## src/rtl/mspu_pkg.sv

```systemverilog
// Shared types for the memory-access stage: access sizes and FSM states.
package mspu_pkg;

    typedef enum logic [1:0] {
        SZ_BYTE = 2'd0,
        SZ_HALF = 2'd1,
        SZ_WORD = 2'd2
    } size_e;

    typedef enum logic [1:0] {
        IDLE = 2'd0,
        REQ  = 2'd1,
        DONE = 2'd2
    } mem_state_e;

endpackage

```

## src/rtl/mem_access_lsu_align.sv

```systemverilog
// Lane steering for the memory-access stage: byte enables, store replication,
// load shift with sign/zero extension, and the misalignment flag.
module lsu_align
    import mspu_pkg::*;
(
    input  logic [1:0]  addr_lo,
    input  logic [1:0]  bytes,
    input  logic        load_unsigned,
    input  logic [31:0] wdata,
    input  logic [31:0] rdata,
    output logic [3:0]  be,
    output logic [31:0] wdata_rep,
    output logic [31:0] load_data,
    output logic        misalign
);

    logic [31:0] rdata_sh;

    assign rdata_sh = rdata >> {addr_lo, 3'b000};

    // Decode size into lanes, replicated store data, extended load value and alignment.
    always_comb begin
        be        = 4'h0;
        wdata_rep = wdata;
        load_data = rdata_sh;
        misalign  = 1'b0;
        case (size_e'(bytes))
            SZ_BYTE: begin
                be        = 4'b0001 << addr_lo;
                wdata_rep = {4{wdata[7:0]}};
                load_data = load_unsigned ? {24'h0, rdata_sh[7:0]}
                                          : {{24{rdata_sh[7]}}, rdata_sh[7:0]};
            end
            SZ_HALF: begin
                be        = 4'b0011 << addr_lo;
                wdata_rep = {2{wdata[15:0]}};
                load_data = load_unsigned ? {16'h0, rdata_sh[15:0]}
                                          : {{16{rdata_sh[15]}}, rdata_sh[15:0]};
                misalign  = addr_lo[0];
            end
            SZ_WORD: begin
                be        = 4'hF;
                misalign  = (addr_lo != 2'b00);
            end
            default: begin
                misalign  = 1'b1;
            end
        endcase
    end

endmodule

```

## src/rtl/mem_access.sv

```systemverilog
// Memory-access stage: issues loads/stores over a req/ack port and produces
// a one-cycle writeback beat per accepted operation.
//
// state | meaning
// IDLE  | no operation in flight, run accepted
// REQ   | memory transaction outstanding, dmem_* held until ack, run ignored
// DONE  | writeback beat presented this cycle, run accepted
module mem_access
    import mspu_pkg::*;
#(
    parameter int ADDR_W = 32
) (
    input  logic              clk,
    input  logic              reset,
    input  logic              run,
    input  logic [31:0]       alu_result,
    input  logic              mem_to_reg,
    input  logic [1:0]        bytes,
    input  logic              load_unsigned,
    input  logic [31:0]       wdata,
    input  logic              we,
    input  logic              re,
    input  logic [4:0]        rd,
    input  logic              reg_we,
    output logic              busy,
    output logic              dmem_req,
    output logic              dmem_we,
    output logic [ADDR_W-1:0] dmem_addr,
    output logic [3:0]        dmem_be,
    output logic [31:0]       dmem_wdata,
    input  logic              dmem_ack,
    input  logic [31:0]       dmem_rdata,
    output logic              wb_valid,
    output logic [4:0]        wb_rd,
    output logic              wb_we,
    output logic [31:0]       wb_data,
    output logic              misalign_err
);

    mem_state_e        state_q, state_d;
    logic [1:0]        addr_lo_q;
    logic [1:0]        bytes_q;
    logic              unsigned_q;
    logic              mem_to_reg_q;
    logic              reg_we_q;
    logic              dmem_req_q, dmem_we_q;
    logic [ADDR_W-1:0] dmem_addr_q;
    logic [3:0]        dmem_be_q;
    logic [31:0]       dmem_wdata_q;
    logic              wb_valid_q, wb_we_q, misalign_err_q;
    logic [4:0]        wb_rd_q;
    logic [31:0]       wb_data_q;

    logic              in_req, accept, mem_op, mis_op;
    logic [1:0]        al_addr_lo, al_bytes;
    logic              al_unsigned;
    logic [3:0]        al_be;
    logic [31:0]       al_wdata, al_load;
    logic              al_misalign;

    assign in_req = (state_q == REQ);
    assign accept = run && !in_req;
    assign mem_op = we || re;
    assign mis_op = mem_op && al_misalign;

    // While a transaction is outstanding the aligner works on the captured
    // access so the returning word is steered by the original address/size.
    assign al_addr_lo  = in_req ? addr_lo_q  : alu_result[1:0];
    assign al_bytes    = in_req ? bytes_q    : bytes;
    assign al_unsigned = in_req ? unsigned_q : load_unsigned;

    lsu_align u_align (
        .addr_lo       (al_addr_lo),
        .bytes         (al_bytes),
        .load_unsigned (al_unsigned),
        .wdata         (wdata),
        .rdata         (dmem_rdata),
        .be            (al_be),
        .wdata_rep     (al_wdata),
        .load_data     (al_load),
        .misalign      (al_misalign)
    );

    // Next-state decode.
    always_comb begin
        state_d = state_q;
        case (state_q)
            REQ:     state_d = dmem_ack ? DONE : REQ;
            default: begin
                if (run) state_d = (mem_op && !al_misalign) ? REQ : DONE;
                else     state_d = IDLE;
            end
        endcase
    end

    // State, captured operation and all registered outputs.
    always_ff @(posedge clk) begin
        if (reset) begin
            state_q        <= IDLE;
            addr_lo_q      <= 2'b00;
            bytes_q        <= 2'b00;
            unsigned_q     <= 1'b0;
            mem_to_reg_q   <= 1'b0;
            reg_we_q       <= 1'b0;
            dmem_req_q     <= 1'b0;
            dmem_we_q      <= 1'b0;
            dmem_addr_q    <= '0;
            dmem_be_q      <= 4'h0;
            dmem_wdata_q   <= 32'h0;
            wb_valid_q     <= 1'b0;
            wb_we_q        <= 1'b0;
            misalign_err_q <= 1'b0;
            wb_rd_q        <= 5'd0;
            wb_data_q      <= 32'h0;
        end else begin
            state_q        <= state_d;
            dmem_req_q     <= (state_d == REQ);
            wb_valid_q     <= (state_d == DONE);
            wb_we_q        <= 1'b0;
            misalign_err_q <= 1'b0;
            if (accept) begin
                addr_lo_q    <= alu_result[1:0];
                bytes_q      <= bytes;
                unsigned_q   <= load_unsigned;
                mem_to_reg_q <= mem_to_reg;
                reg_we_q     <= reg_we;
                wb_rd_q      <= rd;
                wb_data_q    <= alu_result;
                if (mem_op && !al_misalign) begin
                    dmem_we_q    <= we;
                    dmem_addr_q  <= alu_result[ADDR_W-1:0] & ~ADDR_W'(3);
                    dmem_be_q    <= al_be;
                    dmem_wdata_q <= al_wdata;
                end else begin
                    wb_we_q        <= reg_we && !mis_op;
                    misalign_err_q <= mis_op;
                end
            end else if (in_req && dmem_ack) begin
                wb_we_q <= reg_we_q;
                if (mem_to_reg_q) wb_data_q <= al_load;
            end
        end
    end

    assign busy         = in_req;
    assign dmem_req     = dmem_req_q;
    assign dmem_we      = dmem_we_q;
    assign dmem_addr    = dmem_addr_q;
    assign dmem_be      = dmem_be_q;
    assign dmem_wdata   = dmem_wdata_q;
    assign wb_valid     = wb_valid_q;
    assign wb_rd        = wb_rd_q;
    assign wb_we        = wb_we_q;
    assign wb_data      = wb_data_q;
    assign misalign_err = misalign_err_q;

endmodule

```

## config.mk

```make
export PLATFORM = sky130hd
export DESIGN_NAME = mem_access
export DESIGN_NICKNAME = d
export VERILOG_FILES = /design/src/rtl/mspu_pkg.sv /design/src/rtl/mem_access_lsu_align.sv /design/src/rtl/mem_access.sv
export SDC_FILE = /design/constraint.sdc
export NUM_CORES = 1
export LEC_CHECK = 0
export BUFFER_PORTS_ARGS = -buffer_cell sky130_fd_sc_hd__buf_2
export CAP_MARGIN = 15
export CORE_MARGIN = 2
export CORE_UTILIZATION = 53
export DETAILED_ROUTE_END_ITERATION = 12
export GPL_ROUTABILITY_DRIVEN = 0
export GPL_TIMING_DRIVEN = 0
export PLACE_DENSITY = 0.87
export SLEW_MARGIN = 15
export SYNTH_ARGS = -nofsm -noshare
export SYNTH_HDL_FRONTEND = slang
export SYNTH_SLANG_ARGS = --single-unit
```

## constraint.sdc

```tcl
create_clock -name clk -period 3.54 [get_ports clk]
set_input_delay 0.708 -clock clk [delete_from_list [all_inputs] [get_ports clk]]
set_output_delay 0.708 -clock clk [all_outputs]
set_load 0.02 [all_outputs]
```

* Word level (Yosys, flattened, before mapping)
Cells that the tools add are included.
** Cells by class
- Shift-type cells :: 3
- Mux-type cells :: 19
- Reduce and logical (&&, ||, !) cells :: 16
- Bitwise operators :: 1
- Equality and inequality tests :: 5
** Operator list (number)
- two-way mux 32 bit :: 5
- case mux 32 bit (2 select lines) :: 2
- >> shifter 32 x 5 -> 32 bit :: 1
- two-way mux 2 bit :: 6
- case mux 4 bit (3 select lines) :: 1
- == test 2 x 1 -> 1 bit (second input constant) :: 3
- nonzero test 2 bit :: 3
- logical AND 1 bit :: 5
- == test 2 bit (second input constant) :: 2
- two-way mux 1 bit :: 4
- AND reduction 2 bit :: 2
- left shift 1 x 2 -> 4 bit (first input constant) :: 1
- left shift 2 x 2 -> 4 bit (first input constant) :: 1
- logical NOT 1 bit :: 3
- case mux 1 bit (3 select lines) :: 1
- OR reduction 3 bit :: 1
- logical NOT 2 bit :: 1
- logical OR 1 bit :: 1
- NOT 1 bit :: 1
** Storage, ports and cells
- Output and inout port bits :: 111
- Flip-flop bits (word level) :: 117
- Input bits :: 112

* Depth between registers and ports, before layout
Gate-level depths: netlist of the first run.
- Word-level depth :: 10
- Mapped depth :: 10
- Depth with buffers taken out :: 6

* By module
From an unflattened synthesis of the first run, not the netlist that was laid out.
** Second synthesis, totals
- Cells, all modules :: 720
- Area total of the unflattened synthesis :: 6502.5 µm²
** By module, submodules not included
- mem_access :: times used 1, area each 5106.1 µm², sequential area each 2342.2 µm², cells an instance 533
- lsu_align :: times used 1, area each 1396.3 µm², sequential area each 0.0 µm², cells an instance 187

* Least setup slack after synthesis of the first run
Ideal clock, no wire load.
- Path type :: flip-flop to flip-flop
- From :: register state_q[1]
- To :: register wb_data_q[6] (netlist: wb_data[6])
- Cell stages (with the launch flop) :: 8
- Required time :: 3.420 ns
- Setup slack :: 1.438 ns
- Library setup time :: 0.120 ns
- Period minus slack after synthesis :: 2.102 ns
- Data arrival time :: 1.982 ns
- Cells stage by stage :: dfxtp_1 -> nand2b_1 -> buf_6 -> mux2i_4 -> buf_6 -> mux2_1 -> mux2_2 -> a211o_1
** Between the ends
- Word-level cells in the longest chain between the ends :: 8
- Elaborated cells on any way between the ends :: 18
- Classes of those cells :: 2 x eq/ne; 1 x shift; 8 x mux; 7 x reduce/logical
** Ends and longest elaborated chain
- from (decl) :: line mem_access.sv:40 : mem_state_e state_q, state_d;
- from (signal assigned) :: line mem_access.sv:116 : state_q <= state_d;
- == test 2 x 1 -> 1 bit * :: line mem_access.sv:61 : assign in_req = (state_q == REQ);
- two-way mux 2 bit :: line mem_access.sv:68 : assign al_addr_lo = in_req ? addr_lo_q : alu_result[1:0];
- >> shifter 32 x 5 -> 32 bit :: line mem_access_lsu_align.sv:19 : assign rdata_sh = rdata >> {addr_lo, 3'b000};
- two-way mux 32 bit (on tied branches) :: line mem_access_lsu_align.sv:37, mem_access_lsu_align.sv:31
- case mux 32 bit (2 select lines) :: line mem_access_lsu_align.sv:27 : case (size_e'(bytes))
- two-way mux 32 bit :: line mem_access.sv:140 : if (mem_to_reg_q) wb_data_q <= al_load;
- two-way mux 32 bit :: line mem_access.sv:138 : end else if (in_req && dmem_ack) begin
- two-way mux 32 bit :: line mem_access.sv:121 : if (accept) begin
- to (signal assigned) :: line mem_access.sv:128 : wb_data_q <= alu_result;
- to (signal assigned) :: line mem_access.sv:140
- to (decl) :: line mem_access.sv:52 : logic [31:0] wb_data_q;
Mark *: on every way between the ends. The rest lies on a longest branch, timed or not. The select of a mux whose other input is x is not followed.
A chain may end at the register's enable or synchronous reset.

* Final worst setup path of the first run
- From :: register state_q[1]
- To :: register dmem_wdata_q[17] (netlist: dmem_wdata[17])
** Between the ends
- Word-level cells in the longest chain between the ends :: 7
- Elaborated cells on any way between the ends :: 14
- Classes of those cells :: 3 x eq/ne; 4 x mux; 7 x reduce/logical
** Ends and longest elaborated chain
- == test 2 x 1 -> 1 bit * :: line mem_access.sv:61
- two-way mux 2 bit (on tied branches) :: line mem_access.sv:69, mem_access.sv:68
- == test 2 bit, or another cell as far along :: line mem_access_lsu_align.sv:27
- case mux 1 bit (3 select lines) :: line mem_access_lsu_align.sv:27
- logical NOT 1 bit :: line mem_access.sv:129 : if (mem_op && !al_misalign) begin
- logical AND 1 bit :: line mem_access.sv:129
- AND reduction 2 bit (no line)
- to (signal assigned) :: line mem_access.sv:133 : dmem_wdata_q <= al_wdata;
- to (decl) :: line mem_access.sv:49 : logic [31:0] dmem_wdata_q;
Mark *: on every way between the ends. The rest lies on a longest branch, timed or not.

==> metrics.txt, run 1 <==
first-pass GRT wire length 31000 um; worst hold path type input port to flip-flop; Relative slew margins 0.358; setup tns final 0 ps; largest cells by area after synthesis dfxtp_1 41%, a21oi_1 6.4%, nand2_1 3.8%; Post-Syn Area per Cell 8.77 um2; Final WS setup 1100 ps; status complete, no violations; max-cap violation count 0; Unique masters post-synth 54; ys flop type dfxtp_1; Worst Path Required 3910 ps; Layout area overhead 32.3%; Crit. End Element flip-flop; CTS tree built; share of cells above drive strength 1 0.349; Post-CTS Setup Inserts 0; RSZ-0062 raised after global routing false; antenna-violating nets left 0; drt first pass iters 7; fin crit share 0.688; final WL 20100 um; Leak 3.30 nW; DIE WIDTH 107 um; DR vias/cell 6.20; max-slew violations 0; clock-pin slew on the worst setup and hold paths 60 ps; antenna violations before repair 1; crit path DAT 2800 ps; drc violations 0; worst-path maximum fanout 10; Final setup viols 0; synthesis-stage register bit count 117; PwrDens 534 nW/um2; Skew-Pair Late Insertion Delay 520 ps; endpoints failing hold 0; post-detail-place hpwl 14900 um; Synth top area share 0.413; Least-Margin Pin Slew 956 ps; Synth area leader dfxtp_1; port bufs 219; Final Critical Period 2440 ps; part of the Yosys area used for sequential elements 0.413; Crit Path Class flip-flop to flip-flop; maximum clock path buffer count 2; EDFF count, synth 0; startpoint class of the critical path flip-flop; Setup WS pre-CTS 975 ps; global-route usage over all layers 0.345; vias in the first global route 6096; Num CTS Buffers 17; Ys Warns 0; Root Buffer Master clkbuf_8; total grt overflow 0; Commonest cells post-synth 117 x dfxtp_1, 72 x a21oi_1, 58 x nand2_1; Ports 223; pin count of the biggest net entering global routing 17; via count 6417; drt initial violations 779; routed wire length per instance 19.4 um; Peak VDD IR 0.000264 V; row cnt 37; nets 997; Post-CTS Resized 0; die area 11500 um2; Max Freq 0.411 GHz; Layout Skew 13.0 ps; Core ar. 10400 um2; count leader, synth dfxtp_1; Gate Count Post-Synth 646; asr flop ratio synth 0; hold buffers post-CTS 0; clock sink count 117; die height 107 um; Synth Cell Area 5670 um2; initial core utilization 0.546; H-Tree Level Count 4
[layout make-up]
cell class	count	area, um2
Antenna cell	1	2.50
Buffer	64	333
Clock buffer	18	428
Clock inverter	14	129
Fill cell	861	2870
Inverter	6	25.0
Multi-Input combinational cell	460	2970
Sequential cell	117	2340
Tap cell	136	170
Timing Repair Buffer	219	1100
[worst paths after layout]
kind	startpoint	to	slack [ps]	cells past startpoint
min reg2reg	wb_rd[4]$_SDFFE_PP0P_	wb_rd[4]$_SDFFE_PP0P_	450	2
max reg2reg	state_q[1]$_SDFF_PP0_	dmem_wdata[17]$_SDFFE_PP0P_	1100	7
min	rd[4]	wb_rd[4]$_SDFFE_PP0P_	430	3
max	state_q[1]$_SDFF_PP0_	dmem_wdata[17]$_SDFFE_PP0P_	1100	7
[critical path, stage by stage (launching register included)]
cell,delay (ps)
dfxtp_1,430
nand2b_1,150
buf_6,150
mux2i_1,450
o21ai_1,330
nand2_1,190
clkbuf_1,400
a311oi_1,190
[stage by stage]
stage	hold slack, ps	power (mW)	utilization	cells	cell area [um2]
final	428	4.00	0.723	1035	7500
after CTS	415	4.00	0.723	1034	7490
after detailed placement	448	2.40	0.669	1002	6940
after global placement	442	2.39	0.669	1002	6940
after floorplan	436	2.08	-	647	5670
after global routing	431	4.16	0.723	1034	7490
[cells in the final DEF, fill, tap and decap left out, drive strengths merged, types with 3 or more instances in the layout]
cell,n
a211o,5
a211oi,21
a21boi,3
a21oi,72
a222oi,8
a22o,8
a22oi,7
a311oi,9
a31oi,20
a41oi,8
and3,10
buf,252
clkbuf,49
clkinv,4
clkinvlp,6
dfxtp,117
inv,9
mux2,19
mux2i,19
nand2,58
nand2b,3
nand3,42
nand3b,4
nor2,15
nor3,31
nor4,3
o211ai,3
o21a,11
o21ai,46
o221ai,16
o31ai,3
[kinds of logic after synthesis]
group / share of synthesized area
multiplexers: 0.0821
buffers and inverters: 0.0631
flip-flops: 0.413
AND/OR/NAND/NOR: 0.149
other: 0.000662
AO/OA/AOI/OAI: 0.291
[metal layers]
layer  track usage  vias to the layer above  wire (um)
met5             0                        -          0
met4         0.187                        0       1020
met3        0.0962                       85       2210
met2         0.565                      456       9300
met1         0.411                     2936       7540
li1              -                     2940          -
[registers in the layout, indices dropped and copies added, names as in the netlist, 2 cells and up]
name and count:
dmem_wdata 32, wb_data 32, dmem_addr 30, wb_rd 5
dmem_be 4, addr_lo_q 2, bytes_q 2, state_q 2
[where the power goes]
| part | total, mW | internal [mW] | switching [mW] |
|---|---|---|---|
| Sequential | 1.49 | 1.43 | 0.0647 |
| Clock | 1.61 | 0.953 | 0.657 |
| Combinational | 0.903 | 0.340 | 0.563 |
| Total | 4.00 | 2.72 | 1.28 |
(Power assumes the default switching activity.)
==> run 2, diff against run 1 <==
--- a/config.mk
+++ b/config.mk
@@ -8,11 +8,11 @@
 export BUFFER_PORTS_ARGS = -buffer_cell sky130_fd_sc_hd__buf_2
 export CAP_MARGIN = 15
 export CORE_MARGIN = 2
-export CORE_UTILIZATION = 53
+export CORE_UTILIZATION = 44
 export DETAILED_ROUTE_END_ITERATION = 12
 export GPL_ROUTABILITY_DRIVEN = 0
 export GPL_TIMING_DRIVEN = 0
-export PLACE_DENSITY = 0.87
+export PLACE_DENSITY = 0.77
 export SLEW_MARGIN = 15
 export SYNTH_ARGS = -nofsm -noshare
 export SYNTH_HDL_FRONTEND = slang
==> constraint.sdc (replaced) <==
create_clock -name clk -period 2.1 [get_ports clk]
set_input_delay 0.42 -clock clk [delete_from_list [all_inputs] [get_ports clk]]
set_output_delay 0.42 -clock clk [all_outputs]
set_load 0.02 [all_outputs]
==> metrics.txt, run 2 (synthesized netlist as in run 1, its figures left out) <==
Least-Margin Pin Slew 681 ps (-275 ps); Worst Hold Depth 3 (unchanged); Ports 223 (unchanged); hold path start rd[2]; crit-path cells nand2b_4, mux2i_4, buf_12, mux2_4, mux2_4, a211o_1; startpoint class of the critical path flip-flop; worst-path maximum fanout 8 (-2); post-detail-place hpwl 15100 um (+1.1%); r2r startpoint state_q[1]$_SDFF_PP0_; status complete, no violations; max-cap violation count 0 (unchanged); CTS tree built; Worst Path Required 2410 ps (-1500 ps); Leak 3.65 nW (+11%); overall power 7.46 mW (+86%); most common library cell in the layout ignoring fill and taps buf_2; hold buffers post-CTS 0 (unchanged); Num CTS Buffers 17 (unchanged); slowest CP cell dfxtp_4; vias in the first global route 6099 (+0.049%); Layout area overhead 45.4%; via count 6540 (+1.9%); clock sink count 117 (unchanged); drt first pass iters 9 (+2); first-pass GRT wire length 32600 um (+5.2%); Critical Path Max Stage Delay 370 ps (-80 ps); final cell count without fillers 1092 (+5.5%); drc violations 0 (unchanged); worst flop-to-flop path endpoint wb_data[2]$_SDFFE_PP0P_; clock-pin slew on the worst setup and hold paths 60 ps (about the same); Skew-Pair Late Insertion Delay 420 ps (-100 ps); Max Freq 0.478 GHz (+16%); drt initial violations 786 (+0.90%); total grt overflow 0 (unchanged); row cnt 41 (+11%); RSZ-0062 raised after global routing true; WHS Endpoint wb_rd[2]$_SDFFE_PP0P_; Final setup viols 0 (unchanged); initial core utilization 0.449 (-0.0974); Core ar. 12600 um2 (+22%); nets 1016 (+1.9%); PwrDens 905 nW/um2 (+69%); global-route usage over all layers 0.299 (-0.0469); H-Tree Level Count 4 (unchanged); Fill cells 1078 (+25%); pin count of the biggest net entering global routing 17 (unchanged); port bufs 219 (unchanged); Peak VDD IR 0.000506 V (+92%); max-slew violations 0 (unchanged); die area 13800 um2 (+20%); Crit. End Element flip-flop; Root Buffer Master clkbuf_16; antenna-violating nets left 0 (unchanged); final WL 21600 um (+7.5%); commonest non-fill, non-tap cells in the layout 225 x buf_2, 114 x dfxtp_1, 72 x a21oi_1; fin crit share 0.996 (+0.308); Worst Reg-to-Reg Cells 6 (-1); post-placement cell count 1038 (+3.6%); DR vias/cell 5.99 (-3.4%); maximum clock path buffer count 2 (unchanged); endpoints failing hold 0 (unchanged); Final Critical Period 2090 ps (-344 ps); Layout Skew 8.47 ps (-4.48 ps); Most Frequent Cell on Critical Path mux2_4; Relative slew margins 0.543 (+0.185); antenna violations before repair 3 (+2); routed wire length per instance 19.8 um (+1.9%); reg-to-reg slack, setup 8 ps (-1100 ps); share of cells above drive strength 1 0.411 (+0.0626); DIE WIDTH 117 um (+9.4%); Crit Path Class flip-flop to flip-flop; worst hold path type input port to flip-flop; crit path DAT 2400 ps (-400 ps); die height 117 um (+9.4%)
run 2: worst max-delay path: cells and delay by family (launching register included):
| kind | cells | cell delay, ps |
|---|---|---|
| AND/OR/NAND/NOR | 1 | 230 |
| buffers and inverters | 1 | 180 |
| AO/OA/AOI/OAI | 1 | 250 |
| flip-flops | 1 | 370 |
| multiplexers | 3 | 960 |
run 2: what timing repair did:
item                                    4_1_cts  5_1_grt
endpoints found under the setup margin      101      108
pin swaps                                     2       26
cloned                                        0        2
endpoints found under the hold margin         0        0
resized for setup                            30       84
setup buffers                                14        6
run 2: power by group:
| group | leakage [nW] | total, mW | internal (mW) | switching [mW] |
|---|---|---|---|---|
| Combinational | 2.37 | 1.74 | 0.709 | 1.03 |
| Clock | 0.322 | 3.19 | 2.17 | 1.03 |
| Sequential | 0.961 | 2.52 | 2.41 | 0.116 |
| Total | 3.65 | 7.46 | 5.28 | 2.17 |
run 2: how the worst max path moves through the flow:
stage	start	end	slack [ps]	depth (start not counted)
after global routing	state_q[1]$_SDFF_PP0_	wb_data[11]$_SDFFE_PP0P_	-50	8
after floorplan	state_q[1]$_SDFF_PP0_	wb_data[6]$_SDFFE_PP0P_	30	7
after CTS	state_q[1]$_SDFF_PP0_	wb_data[3]$_SDFFE_PP0P_	-40	7
after detailed placement	state_q[1]$_SDFF_PP0_	dmem_be[1]$_SDFFE_PP0P_	-270	8
after global placement	dmem_ack	wb_data[28]$_SDFFE_PP0P_	-240	7
final	state_q[1]$_SDFF_PP0_	wb_data[2]$_SDFFE_PP0P_	8	6
run 2: cell type report:
class | instances | area, um2 | area share
Buffer | 61 | 422 | 0.0512
Clock inverter | 8 | 143 | 0.0173
Clock buffer | 24 | 512 | 0.0621
Inverter | 6 | 27.5 | 0.00334
Sequential cell | 117 | 2350 | 0.286
Tap cell | 172 | 215 | 0.0261
Antenna cell | 3 | 7.51 | 0.000911
Multi-Input combinational cell | 460 | 3250 | 0.394
Timing Repair Buffer | 241 | 1310 | 0.159
run 2: through the flow:
| stage | area [um2] | hold WS [ps] | setup WS, ps | utilization | setup TNS, ps |
|---|---|---|---|---|---|
| after global placement | 6980 | 443 | -239 | 0.553 | -14160 |
| after global routing | 8240 | 235 | -54.6 | 0.653 | -509 |
| final | 8240 | 244 | 8.34 | 0.653 | 0 |
| after floorplan | 5670 | 436 | 31.5 | - | 0 |
| after CTS | 7850 | 232 | -36.8 | 0.622 | -106 |
| after detailed placement | 6980 | 448 | -269 | 0.553 | -16960 |
run 2: layer usage:
metal | vias up | routed length [um] | global-route usage
li1 | 2985 | - | -
met1 | 3070 | 8590 | 0.365
met2 | 421 | 10000 | 0.479
met3 | 64 | 2270 | 0.0930
met4 | 0 | 716 | 0.142
met5 | - | 0 | 0
